==> src/rtl/simon_io_pkg.sv <==
`default_nettype none
// ============================================================================
// Module  : simon_io_pkg
// Purpose : Shared constants for the Simon input front-end and the board top:
//           pulse FSM state encoding and default debounce / pulse timings.
// Ports   : none (package)
// Revision: 1.0  initial release
// ============================================================================
package simon_io_pkg;

  // Default timings; the board top overrides DEBOUNCE_CYCLES for real buttons.
  localparam int DEBOUNCE_CYCLES_DEF = 16;
  localparam int CNT_W_DEF           = 20;
  localparam int PULSE_CYCLES_DEF    = 2;

  // Pulse FSM state encoding.
  localparam logic [1:0] S_IDLE     = 2'd0;
  localparam logic [1:0] S_HIGH     = 2'd1;
  localparam logic [1:0] S_GUARD    = 2'd2;
  localparam logic [1:0] S_WAIT_REL = 2'd3;

endpackage : simon_io_pkg
`default_nettype wire

==> src/rtl/simon_debounce.sv <==
`default_nettype none
// ============================================================================
// Module  : simon_debounce
// Purpose : Two-flop synchronizer plus bus-wide debouncer. A new value is
//           accepted only after the synchronized bus has been held identical
//           for DEBOUNCE_CYCLES cycles. While hold is high a ready commit is
//           parked (counter saturated) and lands on the first cycle hold drops.
// Ports   : clk  - clock
//           rst  - asynchronous reset, active low
//           hold - inhibit commits of a new debounced value
//           raw  - raw asynchronous input bus [W]
//           db   - debounced output bus [W]
// Revision: 1.0  initial release
// ============================================================================
module simon_debounce
  import simon_io_pkg::*;
#(
  parameter int W               = 1,
  parameter int DEBOUNCE_CYCLES = DEBOUNCE_CYCLES_DEF,
  parameter int CNT_W           = CNT_W_DEF
) (
  input  logic         clk,
  input  logic         rst,
  input  logic         hold,
  input  logic [W-1:0] raw,
  output logic [W-1:0] db
);

  localparam logic [CNT_W-1:0] CNT_MAX = CNT_W'(DEBOUNCE_CYCLES - 1);

  logic [W-1:0]     s1_q, s2_q;
  logic [W-1:0]     db_q, db_d;
  logic [CNT_W-1:0] cnt_q, cnt_d;

  always_comb begin
    db_d  = db_q;
    cnt_d = cnt_q;
    if (s2_q == db_q) begin
      cnt_d = '0;
    end else if (s1_q != s2_q) begin
      // s2 changes on this edge: the bus was not held identical, restart.
      cnt_d = '0;
    end else if (cnt_q == CNT_MAX) begin
      // Counter stays saturated while held so the commit lands as soon as
      // hold is released.
      if (!hold) begin
        db_d  = s2_q;
        cnt_d = '0;
      end
    end else begin
      cnt_d = cnt_q + 1'b1;
    end
  end

  always_ff @(posedge clk or negedge rst) begin
    if (!rst) begin
      s1_q  <= '0;
      s2_q  <= '0;
      db_q  <= '0;
      cnt_q <= '0;
    end else begin
      s1_q  <= raw;
      s2_q  <= s1_q;
      db_q  <= db_d;
      cnt_q <= cnt_d;
    end
  end

  assign db = db_q;

endmodule : simon_debounce
`default_nettype wire

==> src/rtl/simon_input_conditioner.sv <==
`default_nettype none
// ============================================================================
// Module  : simon_input_conditioner
// Purpose : Front end of the Simon game core. Debounces the advance button
//           into one fixed-width pclk pulse per press, and debounces the
//           level/pattern switches, freezing them while the pulse is high so
//           the core samples stable values at its clock edge.
// Ports   : clk         - board clock
//           rst         - asynchronous reset, active low
//           btn_raw     - raw advance pushbutton
//           level_raw   - raw level switch
//           pattern_raw - raw pattern switches [PATTERN_W]
//           pclk_out    - registered advance pulse to the core's pclk
//           level_out   - debounced level
//           pattern_out - debounced pattern [PATTERN_W]
//           busy        - pulse FSM not idle
// Revision: 1.0  initial release
// ============================================================================
module simon_input_conditioner
  import simon_io_pkg::*;
#(
  parameter int DEBOUNCE_CYCLES = DEBOUNCE_CYCLES_DEF,
  parameter int CNT_W           = CNT_W_DEF,
  parameter int PULSE_CYCLES    = PULSE_CYCLES_DEF,
  parameter int PATTERN_W       = 4
) (
  input  logic                 clk,
  input  logic                 rst,
  input  logic                 btn_raw,
  input  logic                 level_raw,
  input  logic [PATTERN_W-1:0] pattern_raw,
  output logic                 pclk_out,
  output logic                 level_out,
  output logic [PATTERN_W-1:0] pattern_out,
  output logic                 busy
);

  localparam int              PCNT_W    = (PULSE_CYCLES > 1) ? $clog2(PULSE_CYCLES) : 1;
  localparam logic [PCNT_W-1:0] PCNT_LAST = PCNT_W'(PULSE_CYCLES - 1);

  logic               db_btn;
  logic [PATTERN_W:0] db_sw;
  logic               sw_hold;

  logic [1:0]        state_q, state_d;
  logic [PCNT_W-1:0] pcnt_q, pcnt_d;
  logic              pclk_q, pclk_d;
  logic              busy_q;
  logic              db_btn_prev_q;

  // Switch commits are parked while the pulse is high so the core never sees
  // level/pattern move under its clock edge.
  assign sw_hold = (state_q == S_HIGH);

  simon_debounce #(
    .W               (1),
    .DEBOUNCE_CYCLES (DEBOUNCE_CYCLES),
    .CNT_W           (CNT_W)
  ) u_db_btn (
    .clk  (clk),
    .rst  (rst),
    .hold (1'b0),
    .raw  (btn_raw),
    .db   (db_btn)
  );

  simon_debounce #(
    .W               (PATTERN_W + 1),
    .DEBOUNCE_CYCLES (DEBOUNCE_CYCLES),
    .CNT_W           (CNT_W)
  ) u_db_sw (
    .clk  (clk),
    .rst  (rst),
    .hold (sw_hold),
    .raw  ({level_raw, pattern_raw}),
    .db   (db_sw)
  );

  always_comb begin
    state_d = state_q;
    pcnt_d  = pcnt_q;
    pclk_d  = pclk_q;
    case (state_q)
      S_IDLE: begin
        // Registered rising-edge detect: one pulse per debounced press.
        if (db_btn && !db_btn_prev_q) begin
          state_d = S_HIGH;
          pclk_d  = 1'b1;
          pcnt_d  = '0;
        end
      end
      S_HIGH: begin
        if (pcnt_q == PCNT_LAST) begin
          state_d = S_GUARD;
          pclk_d  = 1'b0;
          pcnt_d  = '0;
        end else begin
          pcnt_d = pcnt_q + 1'b1;
        end
      end
      S_GUARD: begin
        if (pcnt_q == PCNT_LAST) begin
          state_d = S_WAIT_REL;
          pcnt_d  = '0;
        end else begin
          pcnt_d = pcnt_q + 1'b1;
        end
      end
      S_WAIT_REL: begin
        if (!db_btn) begin
          state_d = S_IDLE;
        end
      end
      default: begin
        state_d = S_IDLE;
        pclk_d  = 1'b0;
        pcnt_d  = '0;
      end
    endcase
  end

  always_ff @(posedge clk or negedge rst) begin
    if (!rst) begin
      state_q       <= S_IDLE;
      pcnt_q        <= '0;
      pclk_q        <= 1'b0;
      busy_q        <= 1'b0;
      db_btn_prev_q <= 1'b0;
    end else begin
      state_q       <= state_d;
      pcnt_q        <= pcnt_d;
      pclk_q        <= pclk_d;
      busy_q        <= (state_d != S_IDLE);
      db_btn_prev_q <= db_btn;
    end
  end

  assign pclk_out    = pclk_q;
  assign busy        = busy_q;
  assign level_out   = db_sw[PATTERN_W];
  assign pattern_out = db_sw[PATTERN_W-1:0];

endmodule : simon_input_conditioner
`default_nettype wire

==> config.mk <==
export PLATFORM = sky130hd
export DESIGN_NAME = simon_input_conditioner
export DESIGN_NICKNAME = d
export VERILOG_FILES = /design/src/rtl/simon_io_pkg.sv /design/src/rtl/simon_debounce.sv /design/src/rtl/simon_input_conditioner.sv
export SDC_FILE = /design/constraint.sdc
export NUM_CORES = 1
export LEC_CHECK = 0
export BUFFER_PORTS_ARGS = -buffer_cell sky130_fd_sc_hd__clkbuf_2
export CORE_UTILIZATION = 65
export DETAILED_ROUTE_END_ITERATION = 8
export PLACE_DENSITY = 0.95
export SYNTH_ARGS = -nofsm -noshare
export SYNTH_HDL_FRONTEND = slang
export SYNTH_HIERARCHICAL = 1
export SYNTH_SLANG_ARGS = --single-unit
==> constraint.sdc <==
create_clock -name clk -period 6.2 [get_ports clk]
set_clock_uncertainty 0.15 [all_clocks]
set_input_delay 0.93 -clock clk [delete_from_list [all_inputs] [get_ports clk]]
set_output_delay 0.93 -clock clk [all_outputs]
set_load 0.005 [all_outputs]
Word-level counts from Yosys, hierarchy flattened
Cells that the tools add are included.
{"block": "totals", "output_inout_bits": 7, "regBits": 64, "inputBits": 8, "word_cells": 62}
{"block": "op_classes", "bitwise_logic": 5, "muxes": 18, "n_addsub": 3, "reduce_logical": 11, "n_eq_ne": 12}
{"operator": "2-to-1 mux 20 bit", "count": 7}
{"operator": "adder 20 x 1 -> 20 bit, second input constant", "count": 2}
{"operator": "== test 20 x 4 -> 1 bit, second input constant", "count": 2}
{"operator": "2-to-1 mux 2 bit", "count": 4}
{"operator": "one-hot mux 2 bit (4 select lines)", "count": 1}
{"operator": "AND reduction 3 bit", "count": 2}
{"operator": "nonzero test 2 bit", "count": 3}
{"operator": "== test 5 bit", "count": 1}
{"operator": "!= test 5 bit", "count": 1}
{"operator": "NOT 1 bit", "count": 5}
{"operator": "== test 2 bit, second input constant", "count": 2}
{"operator": "2-to-1 mux 1 bit", "count": 4}
{"operator": "!= test 2 bit, second input constant", "count": 2}
{"operator": "!= test 4 bit, second input constant", "count": 1}
{"operator": "one-hot mux 1 bit (2 select lines)", "count": 2}
{"operator": "AND reduction 4 bit", "count": 1}
{"operator": "== test 2 x 1 -> 1 bit, second input constant", "count": 1}
{"operator": "logical NOT 2 bit", "count": 1}
{"operator": "AND reduction 2 bit", "count": 1}
{"operator": "OR reduction 2 bit", "count": 1}
{"operator": "adder 1 bit, second input constant", "count": 1}
{"operator": "== test 1 bit", "count": 1}
{"operator": "logical AND 1 bit", "count": 1}
{"operator": "logical NOT 1 bit", "count": 1}
{"operator": "!= test 1 bit", "count": 1}

Logic depth before layout (Yosys ltp)
Gate-level depths: netlist of run 1.
{"block": "logic_depth", "ltp_word": 5, "mapped_depth": 7, "ltp_nobuf": 6}

By module
The synthesis of run 1 kept the hierarchy.
{"mod": "simon_debounce (u_db_sw)", "seq_area_each_um2": 875.8, "cells_each": 143, "instances": 1, "area_per_inst_um2": 1606.5}
{"mod": "simon_debounce (u_db_btn)", "seq_area_each_um2": 575.6, "cells_each": 129, "instances": 1, "area_per_inst_um2": 1256.2}
{"mod": "simon_input_conditioner", "seq_area_each_um2": 150.1, "cells_each": 36, "instances": 1, "area_per_inst_um2": 367.9}

Worst setup path before layout of run 1
Ideal clock, no wire load.
{"block": "synth_path", "path_kind": "flip-flop to flip-flop", "start": "register u_db_sw.cnt_q[6]", "end": "register u_db_sw.db_q[0] (netlist: u_db_sw/db[0])", "setup_ns": 0.125, "synth_period_minus_slack_ns": 2.215, "path_buffers": 1, "slack_ns": 3.985, "arrival_time_ns": 1.939, "required_time_ns": 5.925, "path_stages_with_launch": 7, "path_cell_list": "dfrtp_1 nor4_2 nand3_2 or3_4 or3_1 buf_6 mux2_4"}
{"block": "synth_between", "elab_chain_len": 2}
{"item": "start, declared", "line_no": "simon_debounce.sv:33", "source": "logic [CNT_W-1:0] cnt_q, cnt_d;"}
{"item": "start signal, assigned", "line_no": "simon_debounce.sv:65", "source": "cnt_q <= cnt_d;"}
{"item": "== test 20 x 4 -> 1 bit", "line_no": "simon_debounce.sv:43", "source": "end else if (cnt_q == CNT_MAX) begin"}
{"item": "AND reduction 4 bit (no line)"}
{"item": "end signal, assigned", "line_no": "simon_debounce.sv:59", "source": "db_q <= '0;"}
{"item": "end signal, assigned", "line_no": "simon_debounce.sv:64", "source": "db_q <= db_d;"}
{"item": "end, declared", "line_no": "simon_debounce.sv:32", "source": "logic [W-1:0] db_q, db_d;"}
No other way between the ends.
A chain may end at the register's enable or synchronous reset.

Final worst setup path of run 1
{"block": "layout_path", "start": "register u_db_sw.s2_q[3]", "end": "register u_db_sw.db_q[4] (netlist: u_db_sw/db[4])"}
{"block": "layout_between", "elab_chain_len": 3, "elab_cells_between_ends": 5, "cone_classes": "2 x eq/ne; 2 x bitwise; 1 x reduce/logical"}
{"item": "start, declared", "line_no": "simon_debounce.sv:31", "source": "logic [W-1:0] s1_q, s2_q;"}
{"item": "start signal, assigned", "line_no": "simon_debounce.sv:63", "source": "s2_q <= s1_q;"}
{"item": "== test 5 bit / != test 5 bit (equally long branches)", "line_no": "simon_debounce.sv:38, simon_debounce.sv:40"}
{"item": "NOT 1 bit (no line)"}
{"item": "AND reduction 4 bit (no line) (*)"}
Every way passes the cells marked *; elsewhere a longest branch is shown, timed or not.

==> results.md, run 1 <==
- Yosys warnings: 6
- Antenna violations before repair: 0
- Worst endpoint data arrival time: around 2600 ps
- Synth top area share: around half
- Synthesis-to-layout area growth: 9.915%
- Reg clk slew, reported paths: roughly 70 ps
- DR iter-0 viols: between 150 and 200
- Fin Setup TNS: 0 ps
- Max FO, Critical Path: 11
- # fillers: between 300 and 400
- Critical path startpoint category: flip-flop
- Period utilization: 40.64%
- First-pass GRT wire length: roughly 11 mm
- Yosys cell types: 56
- Final worst path period need: between 2000 and 3000 ps
- # H-tree levels: 3
- Final setup viols: 0
- Post-synth EDFFs: 0
- Post-Route WL: between 6 and 7 mm
- Via count: about 2400
- Initial DRT Pass Iterations: 5
- Post-DP HPWL: 4.296 mm
- Post-CTS resize count: 0
- GPL Wtd Cong: roughly 0.86
- Worst min path class: reg2reg
- Multi-input gate area: approximately 1600 um^2
- Slew margin rel.: 41.10%
- P per Cell Area: 231.3 nW/um^2
- Remaining DRCs: 0
- Die X: roughly 73 um
- Worst Max-Slew Pin Slew: ~880 ps
- Post-route ant nets: 0
- CTS tree: built
- CTS Buffer Depth: 2
- Cell count after synthesis: 308
- Synth top area cells: dfrtp_1 (50%), xor2_1 (6.0%), xnor2_1 (3.5%), nor2_1 (3.5%), ha_1 (2.7%)
- Post-route setup slack: between 3000 and 4000 ps
- Crit. End Element: flip-flop
- Buf+Inv Stages, Crit Path: 0
- Hold Vio Cnt, Final: 0
- Layout cell share with drive strength beyond 1: 13.77%
- Max_cap viols: 0
- Final Max Slew Viols: 0
- Total CTS buffers: 9
- Post-CTS setup buffer count: 0
- Pin count of the biggest net entering global routing: 65
- Initial Util: about two thirds
- Synthesized area: 3231 um^2
- Remaining global-route overflow: 0
- Site Rows: 25
- Yosys top cell by area: dfrtp_1
- Sequential Area: 1602 um^2
- Io pins: 15
- Core footprint: 4755 um^2
- Data required, critical path: roughly 6300 ps
- Fin nets: 345
- Slowest stage cell, crit path: or3_1
- Family with the most delay on the worst path: simple AND/OR/NAND/NOR gates
- Fmax: 0.3969 GHz
- Leakage dissipation: about 1.5 nW
- Routed len/inst: roughly 16 um
- Chip height: roughly 73 um
- Die ar.: 5256 um^2
- Register area share after synthesis: between 40% and 50%
- RSZ-0062 raised after global routing: no
- Top_reg_cell synth: dfrtp_1
- Status: finished, final reports clean
- Clock Sink Count: 64
- Syn Area/Cell: around 10 um^2
- Crit-path max cell delay: between 600 and 700 ps
- Diode count: 0
- GRT Total Usage: 26.75%
- Peak VDD IR: approximately 0.18 mV
- Critical path class: reg2reg
- PortBufs: 14
- Hold buffers post-CTS: 0
- Vias per cell: approximately 6.1
- Root Driver: clkbuf_8
- Asr flop ratio synth: 100.0%
- Pre-CTS setup slack: 3680 ps
- Vias in the first global route: between 2000 and 2500
- Crit-path cells: xor2_1 > nor3_1 > o2111ai_1 > or3_1 > mux2_4
- Worst skew pair latency: ~340 ps
- FF+latch count, synth: between 60 and 70
-- cell usage in the layout (no fill, tap or decap), types with 8 or more instances in the layout --
cell and n:
nand3_1 15, nor3_1 8, a21oi_1 11, o21ai_0 8
nand2_1 23, xor2_1 22, nand4_1 11, or3_1 8
xnor2_1 13, dfrtp_1 64, inv_1 9, clkbuf_8 9
nor2_1 30, clkbuf_2 14
-- cells in the mapped netlist (3+ instances only) --
cell type	number
a21oi_1	11
a31oi_1	3
and3_1	7
and4_1	6
buf_2	4
dfrtp_1	64
ha_1	7
inv_1	9
mux2_4	5
nand2_1	23
nand3_1	15
nand4_1	11
nor2_1	30
nor3_1	8
nor4_1	5
nor4_2	3
o21ai_0	8
or3_1	8
xnor2_1	13
xor2_1	22
-- kinds of logic after synthesis --
| kind of cell | Yosys count | share of synthesized area [%] |
|---|---|---|
| other | 1 | 0.1161 |
| adders and majority gates | 7 | 2.711 |
| and+or+nand+nor | 131 | 22.70 |
| buffers and inverters | 19 | 3.059 |
| muxes | 7 | 2.982 |
| AOI/OAI and AO/OA | 44 | 9.373 |
| DFF | 64 | 49.57 |
| xor gates and xnor gates | 35 | 9.489 |
-- layout make-up --
cell class / instances / share of cell area (%)
Clock buffer: 11 / 3.700
Clock inverter: 4 / 1.973
Inverter: 9 / 0.9514
Multi-Input combinational cell: 231 / 43.73
Sequential cell: 64 / 45.10
Tap cell: 67 / 2.361
Timing Repair Buffer: 15 / 2.185
-- where the power goes --
group / internal (mW) / total [mW] / switching, mW
sequential: 0.422 / 0.428 / 0.00505
combinational: 0.00741 / 0.0227 / 0.0153
clock: 0.223 / 0.371 / 0.148
-- registers in the layout, indices dropped and copies added, names as in the netlist, 2 cells and up --
signal and cells:
u_db_sw/s2_q 5, state_q 2, u_db_sw/cnt_q 20, u_db_sw/db 5, u_db_btn/cnt_q 20, u_db_sw/s1_q 5
-- through the flow --
step / cell area [um^2] / util (%) / cells / power, mW / hold slack [ps]
final: 3551 / 74.68 / 401 / 0.8215 / 249.6
after global routing: 3551 / 74.68 / 401 / 0.8533 / 255.3
after CTS: 3551 / 74.68 / 401 / 0.8321 / 251.6
after detailed placement: 3349 / 70.45 / 386 / 0.4584 / 236.0
after global placement: 3349 / 70.45 / 386 / 0.4569 / 229.3
after floorplan: 3253 / - / 314 / 0.4449 / 221.8
-- per-layer routing --
layer  track usage (%)  routed length [um]
met4             16.78                 188
met2             43.93                3209
met3             8.750                 341
met5                 0                   0
met1             30.11                2655
-- path summary, 6_finish.rpt --
path	from	endpoint	slack [ps]	depth (start not counted)
setup / recovery	u_db_sw/s2_q[3]$_DFF_PN0_	u_db_sw/db[4]$_DFFE_PN0P_	3680	5
hold / removal	u_db_sw/s1_q[1]$_DFF_PN0_	u_db_sw/s2_q[1]$_DFF_PN0_	250	0
setup reg to reg	u_db_sw/s2_q[3]$_DFF_PN0_	u_db_sw/db[4]$_DFFE_PN0P_	3680	5
hold reg to reg	u_db_sw/s1_q[1]$_DFF_PN0_	u_db_sw/s2_q[1]$_DFF_PN0_	250	0
max in group asynchronous	rst	u_db_btn/cnt_q[3]$_DFFE_PN0P_	4800	2
min in group asynchronous	rst	u_db_sw/db[0]$_DFFE_PN0P_	600	2
No activity file was read; power rests on OpenSTA's default activity.
==> run 2, diff against run 1 <==
- CORE_UTILIZATION: 65 -> 55
- PLACE_DENSITY: 0.95 -> 0.86
- clock period: 6.2 -> 2.3 ns (I/O delays scaled with it)
==> run 2 against run 1 <==
Net effect:
- fmax is 9.8% higher
- worst hold slack hardly changed
- total power grew to 2.9 times the previous value
- highest routed layer unchanged
- sequential share of layout area is 3.1 points lower
- non-clock buffer count is 23 higher
- final area is 7.5% higher
- utilization is 6.2 points lower
==> results.md, run 2 (same netlist as run 1, synthesis figures left out) <==
- Final Max Slew Viols: 0 (unchanged)
- Antenna violations before repair: 0 (unchanged)
- Launching point of the worst reg2reg path: u_db_sw/cnt_q[9]$_DFFE_PN0P_ (was u_db_sw/s2_q[3]$_DFF_PN0_)
- Vias per cell: 5.726 (was 6.065)
- CTS Buffer Depth: 2 (unchanged)
- Routed len/inst: 15.49 um (was 15.95 um)
- Final setup viols: 0 (unchanged)
- P per Cell Area: 629.3 nW/um^2 (was 231.3 nW/um^2)
- # H-tree levels: 3 (unchanged)
- Slowest stage cell, crit path: dfrtp_2 (was or3_1)
- Peak VDD IR: 0.4396 mV (was 0.1829 mV)
- Crit-path max cell delay: 450 ps (was 650 ps)
- Data required, critical path: 2390 ps (was 6270 ps)
- Worst setup startpoint: u_db_sw/cnt_q[9]$_DFFE_PN0P_ (was u_db_sw/s2_q[3]$_DFF_PN0_)
- Critical path class: reg2reg (unchanged)
- Period utilization: 99.78% (was 40.64%)
- Vias in the first global route: 2444 (was 2424)
- Clock Sink Count: 64 (unchanged)
- Io pins: 15 (unchanged)
- DR iter-0 viols: 107 (was 151)
- Post-route ant nets: 0 (unchanged)
- Most frequent cells in the layout: dfrtp_1 (63), nor2_1 (30), nand2_1 (23) (was dfrtp_1 (64), nor2_1 (30), nand2_1 (23))
- Buf+Inv Stages, Crit Path: 0 (unchanged)
- Final worst path period need: 2295 ps (was 2520 ps)
- Chip height: 78.64 um (was 72.50 um)
- Pre-CTS setup slack: -14.28 ps (was 3680 ps)
- Leakage dissipation: 1.658 nW (was 1.531 nW)
- Site Rows: 27 (was 25)
- Remaining DRCs: 0 (unchanged)
- Fin Setup TNS: 0 ps (unchanged)
- Worst skew pair latency: 350 ps (was 340 ps)
- Post-DP HPWL: 4.557 mm (was 4.296 mm)
- Critical path startpoint category: flip-flop (unchanged)
- Reg clk slew, reported paths: 80 ps (was 70 ps)
- PortBufs: 14 (unchanged)
- Post-Layout Cell Count: 430 (was 401)
- Post-route setup slack: 5.041 ps (was 3680 ps)
- First-pass GRT wire length: 11.14 mm (was 10.64 mm)
- Pin count of the biggest net entering global routing: 24 (was 65)
- Crit-path cells: nor4_4 > nand3_2 > or3_4 > or3_4 > mux2_4 (was xor2_1 > nor3_1 > o2111ai_1 > or3_1 > mux2_4)
- Hold Vio Cnt, Final: 0 (unchanged)
- Max FO, Critical Path: 5 (was 11)
- Max_cap viols: 0 (unchanged)
- GRT Total Usage: 23.87% (was 26.75%)
- Root Driver: clkbuf_8 (unchanged)
- Fmax: 0.4357 GHz (was 0.3969 GHz)
- Hold_sp: u_db_sw/s1_q[2]$_DFF_PN0_ (was u_db_sw/s1_q[1]$_DFF_PN0_)
- Layout cell share with drive strength beyond 1: 19.55% (was 13.77%)
- Finished Core Util: 68.51% (was 74.68%)
- Die X: 78.64 um (was 72.50 um)
- Fin nets: 368 (was 345)
- Diode count: 0 (unchanged)
- Initial Util: 57.96% (was 67.95%)
- Worst endpoint data arrival time: 2390 ps (was 2590 ps)
- Placed cells: 406 (was 386)
- Family with the most delay on the worst path: simple AND/OR/NAND/NOR gates (unchanged)
- Core footprint: 5574 um^2 (was 4755 um^2)
- RSZ-0062 raised after global routing: yes (was no)
- Synthesis-to-layout area growth: 18.20% (was 9.915%)
- Via count: 2462 (was 2432)
- Crit. End Element: flip-flop (unchanged)
- GPL Wtd Cong: 0.8014 (was 0.8609)
- Remaining global-route overflow: 0 (unchanged)
- Most used cell, CP: or3_4
- Post-Route WL: 6.659 mm (was 6.394 mm)
- Die ar.: 6184 um^2 (was 5256 um^2)
- Most common cell after layout, fill and taps aside: dfrtp_1 (unchanged)
- Total CTS buffers: 9 (unchanged)
- Status: finished, final reports clean (unchanged)
- Worst min path class: reg2reg (unchanged)
- Largest registers: u_db_btn/cnt_q (20), u_db_sw/cnt_q (20) (unchanged)
- CTS tree: built (unchanged)
- Initial DRT Pass Iterations: 4 (was 5)
run 2: repair_timing:
item,in CTS,in global routing
endpoints found under the setup margin,5,5
hold buffers,7,0
buffers inserted,0,1
hold endpoints to repair,24,0
resized for setup,1,5
gates cloned,0,0
pin swaps,0,6
run 2: path summary, 6_finish.rpt:
path / endpoint / slack, ps / cells past startpoint
worst max-delay path: u_db_sw/db[3]$_DFFE_PN0P_ / 5 / 5
worst min-delay path: u_db_sw/s2_q[2]$_DFF_PN0_ / 250 / 0
worst max register to register: u_db_sw/db[3]$_DFFE_PN0P_ / 5 / 5
worst min register to register: u_db_sw/s2_q[2]$_DFF_PN0_ / 250 / 0
max in group asynchronous: u_db_sw/cnt_q[9]$_DFFE_PN0P_ / 970 / 3
min in group asynchronous: u_db_sw/cnt_q[7]$_DFFE_PN0P_ / 330 / 2
run 2: through the flow:
stage / cell area (um^2) / hold slack [ps] / total power, mW
detailed placement: 3468 / 181.8 / 1.240
global placement: 3468 / 179.8 / 1.237
global route: 3819 / 259.4 / 2.495
finish: 3819 / 249.2 / 2.403
floorplan: 3253 / -100.6 / 1.199
CTS: 3787 / 254.5 / 2.429
run 2: routing by layer:
metal  global-route usage, %  share of wire (%)  up-vias
li1                        -                  -     1182
met1                   29.26                 43     1214
met2                   38.70                 51       53
met3                   6.628                3.7       13
met4                   11.48                2.1        0
met5                       0                  0        -
run 2: worst reg2reg max path, cell delays in order, from the launching register on:
cell and delay (ps):
dfrtp_2 450, nor4_4 350, nand3_2 130, or3_4 360, or3_4 430, mux2_4 310
run 2: final cells by class:
| cell class | count | area [um^2] |
|---|---|---|
| inverters | 9 | 33.78 |
| repair buffers | 38 | 267.8 |
| clock buffers | 9 | 123.9 |
| multi-input cells | 231 | 1580 |
| flip-flops and latches | 64 | 1603 |
| well taps | 72 | 90.09 |
| clock inverters | 7 | 120.1 |
| fillers | 414 | 1755 |
run 2: power by group:
group	switching, mW	internal [mW]
Clock	0.455	0.721
Combinational	0.0451	0.0310
Sequential	0.0134	1.14
==> run 3, diff against run 2 <==
- PLACE_DENSITY: 0.86 -> 0.87
- SYNTH_HIERARCHICAL: 1 -> default
==> run 3 against run 2 <==
Net effect:
- cell count is 8.8% lower
- setup slack improved by 100 ps
- worst hold slack worse by 2.7 ps
- clock-buffer cell count increased by 3
- flip-flop and latch count unchanged
- critical endpoint is now u_db_sw.db[4]$_DFFE_PN0P_
==> results.md, run 3 <==
- CTS tree: built (unchanged)
- Area after DPL: 3208 um^2 (was 3468 um^2)
- Reg clk slew, reported paths: 70 ps (was 80 ps)
- Yosys top cell by area: dfrtp_1 (unchanged)
- Post-route setup slack: 107.7 ps (was 5.041 ps)
- Depth of the worst register-to-register path: 5 (unchanged)
- Leakage dissipation: 1.530 nW (was 1.658 nW)
- Post-Route WL: 6.027 mm (was 6.659 mm)
- Initial Util: 58.41% (was 57.96%)
- Synthesized area: 3040 um^2 (was 3231 um^2)
- Top_reg_cell synth: dfrtp_1 (unchanged)
- Syn Area/Cell: 10.56 um^2 (was 10.49 um^2)
- Remaining DRCs: 0 (unchanged)
- Via count: 2152 (was 2462)
- Yosys cell types: 40 (was 56)
- Remaining global-route overflow: 0 (unchanged)
- Final setup viols: 0 (unchanged)
- Hold_sp: u_db_sw.s1_q[2]$_DFF_PN0_ (was u_db_sw/s1_q[2]$_DFF_PN0_)
- Post-route ant nets: 0 (unchanged)
- Root Driver: clkbuf_8 (unchanged)
- Site Rows: 26 (was 27)
- Finished Core Util: 67.55% (was 68.51%)
- Largest registers: u_db_btn.cnt_q (20), u_db_sw.cnt_q (20) (was u_db_btn/cnt_q (20), u_db_sw/cnt_q (20))
- Synthesis-to-layout area growth: 15.64% (was 18.20%)
- Post-DP HPWL: 3.822 mm (was 4.557 mm)
- Crit. End Element: flip-flop (unchanged)
- Asr flop ratio synth: 100.0% (unchanged)
- Antenna violations before repair: 0 (unchanged)
- Max FO, Critical Path: 6 (was 5)
- R2R setup slack: 110 ps (was 5 ps)
- Clock Sink Count: 64 (unchanged)
- Hold Path Cell Cnt: 0 (unchanged)
- Worst endpoint data arrival time: 2270 ps (was 2390 ps)
- Data required, critical path: 2380 ps (was 2390 ps)
- Crit Reg-Reg Endpoint: u_db_sw.db[4]$_DFFE_PN0P_ (was u_db_sw/db[3]$_DFFE_PN0P_)
- Die X: 76.35 um (was 78.64 um)
- Fin Setup TNS: 0 ps (unchanged)
- Cell count after synthesis: 288 (was 308)
- DR iter-0 viols: 120 (was 107)
- CTS Buffer Depth: 2 (unchanged)
- Layout cell share with drive strength beyond 1: 15.22% (was 19.55%)
- P per Cell Area: 729.3 nW/um^2 (was 629.3 nW/um^2)
- Worst min path class: reg2reg (unchanged)
- Io pins: 15 (unchanged)
- Period utilization: 95.32% (was 99.78%)
- Pre-CTS setup slack: 114.9 ps (was -14.28 ps)
- Worst skew pair latency: 340 ps (was 350 ps)
- Final Max Slew Viols: 0 (unchanged)
- Fin nets: 331 (was 368)
- Diode count: 0 (unchanged)
- Max_cap viols: 0 (unchanged)
- Yosys warnings: 0 (was 6)
- Post-Syn Nets: around 300
- Initial DRT Pass Iterations: 4 (unchanged)
- Register area share after synthesis: 52.67% (was 49.57%)
- Post-CTS setup buffer count: 0 (unchanged)
- Routed len/inst: 15.38 um (was 15.49 um)
- Slew margin rel.: a little under three fifths
- # H-tree levels: 3 (unchanged)
- GRT Total Usage: 23.27% (was 23.87%)
- Hold Path End: u_db_sw.s2_q[2]$_DFF_PN0_ (was u_db_sw/s2_q[2]$_DFF_PN0_)
- Vias per cell: 5.490 (was 5.726)
- Final worst path period need: 2192 ps (was 2295 ps)
- Top-count cell post-synth: dfrtp_1 (unchanged)
- Critical path class: reg2reg (unchanged)
- Final Power: 2.564 mW (was 2.403 mW)
- Post-synth EDFFs: 0 (unchanged)
- Fmax: 0.4561 GHz (was 0.4357 GHz)
- Die ar.: 5829 um^2 (was 6184 um^2)
- Synth top area cells: dfrtp_1 (53%), xnor2_1 (6.3%), nor2_1 (6.0%), xor2_1 (6.0%), nand3_1 (3.3%) (was dfrtp_1 (50%), xor2_1 (6.0%), xnor2_1 (3.5%), nor2_1 (3.5%), ha_1 (2.7%))
- Peak VDD IR: 0.5570 mV (was 0.4396 mV)
- Chip height: 76.35 um (was 78.64 um)
- FF+latch count, synth: 64 (unchanged)
- Hold Vio Cnt, Final: 0 (unchanged)
- Synth top area share: 52.67% (was 49.57%)
- Synth cell count leaders: dfrtp_1 (64), nor2_1 (49), nand2_1 (24) (was dfrtp_1 (64), nor2_1 (30), nand2_1 (23))
- Critical path startpoint category: flip-flop (unchanged)
- Status: finished, final reports clean (unchanged)
- Launching point of the worst reg2reg path: u_db_sw.cnt_q[14]$_DFFE_PN0P_ (was u_db_sw/cnt_q[9]$_DFFE_PN0P_)
- Worst Max-Slew Pin Slew: 640.1 ps
- First-pass GRT wire length: 10.33 mm (was 11.14 mm)
- Core footprint: 5205 um^2 (was 5574 um^2)
- PortBufs: 14 (unchanged)
- Vias in the first global route: 2266 (was 2444)
- Total CTS buffers: 9 (unchanged)
- Pin count of the biggest net entering global routing: 65 (was 24)
- Most common cell after layout, fill and taps aside: dfrtp_1 (unchanged)
- RSZ-0062 raised after global routing: no (was yes)
- Most frequent cells in the layout: dfrtp_1 (64), nor2_1 (49), nand2_1 (24) (was dfrtp_1 (63), nor2_1 (30), nand2_1 (23))
- GPL Wtd Cong: 0.8261 (was 0.8014)
- Fin area: 3516 um^2 (was 3819 um^2)
[run 3: cell count changes after synthesis, moves of 3 or more]
cell     change
nand4_1      -6
and4_1       -3
buf_2        -4
o21ai_0      -4
nor2_1      +19
nand3_1      +5
a21oi_1      -6
xnor2_1      +9
nor3_1       -4
or3_1        -7
[run 3: per-stage QoR]
step           hold slack (ps)  instances
6_report                 246.5        392
5_1_grt                  266.0        392
4_1_cts                  250.0        392
3_5_place_dp             232.8        369
3_3_place_gp             228.0        369
2_1_floorplan           -100.6        288
[run 3: worst max-delay path, cell delays in order (launching register included)]
cell and delay [ps]:
dfrtp_1 430, nor4_1 330, and4_4 300, nand2_4 80, or3_1 460, mux2_4 350
[run 3: what timing repair did]
| action | in CTS | in global routing |
|---|---|---|
| hold buffers | 7 | 0 |
| endpoints found under the hold margin | 70 | 0 |
| setup endpoints to repair | 0 | 5 |
| gates resized for setup | 0 | 1 |
[run 3: cell families after synthesis]
logic type	synth area share, %
muxes	2.469
buffers and inverters	2.099
DFF	52.68
and+or+nand+nor	23.38
xor gates and xnor gates	12.39
AOI/OAI and AO/OA	4.527
adders and majority gates	2.469
[run 3: worst max-delay path by stage]
stage	startpoint	to	cells past startpoint
floorplan	u_db_sw.s2_q[4]$_DFF_PN0_	u_db_sw.db[0]$_DFFE_PN0P_	6
global placement	u_db_sw.cnt_q[14]$_DFFE_PN0P_	u_db_sw.db[2]$_DFFE_PN0P_	5
detailed placement	u_db_sw.cnt_q[14]$_DFFE_PN0P_	u_db_sw.db[1]$_DFFE_PN0P_	5
CTS	u_db_sw.cnt_q[14]$_DFFE_PN0P_	u_db_sw.db[4]$_DFFE_PN0P_	5
global route	u_db_sw.cnt_q[14]$_DFFE_PN0P_	u_db_sw.db[4]$_DFFE_PN0P_	5
finish	u_db_sw.cnt_q[14]$_DFFE_PN0P_	u_db_sw.db[4]$_DFFE_PN0P_	5
[run 3: final cells by class]
type | instances | area (um^2)
multi-input combinational | 211 | 1381
sequential | 64 | 1602
fill | 378 | 1689
timing repair buffer | 24 | 187.7
clock inverter | 4 | 76.32
clock buffer | 12 | 155.1
inverter | 7 | 26.28
tap | 70 | 87.58
[run 3: per-layer routing]
metal | share of wire, % | vias up | wire length, um | global-route usage [%]
li1 | - | 1038 | - | -
met1 | 41 | 1045 | 2455 | 25.92
met2 | 52 | 53 | 3141 | 40.00
met3 | 4.4 | 16 | 263 | 8.144
met4 | 2.8 | 0 | 166 | 10.38
met5 | 0 | - | 0 | 0
[run 3: power breakdown]
part | switching [mW] | total [mW] | internal, mW
registers | 0.0292 | 1.19 | 1.16
clock network | 0.433 | 1.10 | 0.672
logic | 0.169 | 0.273 | 0.104
total | 0.632 | 2.56 | 1.93
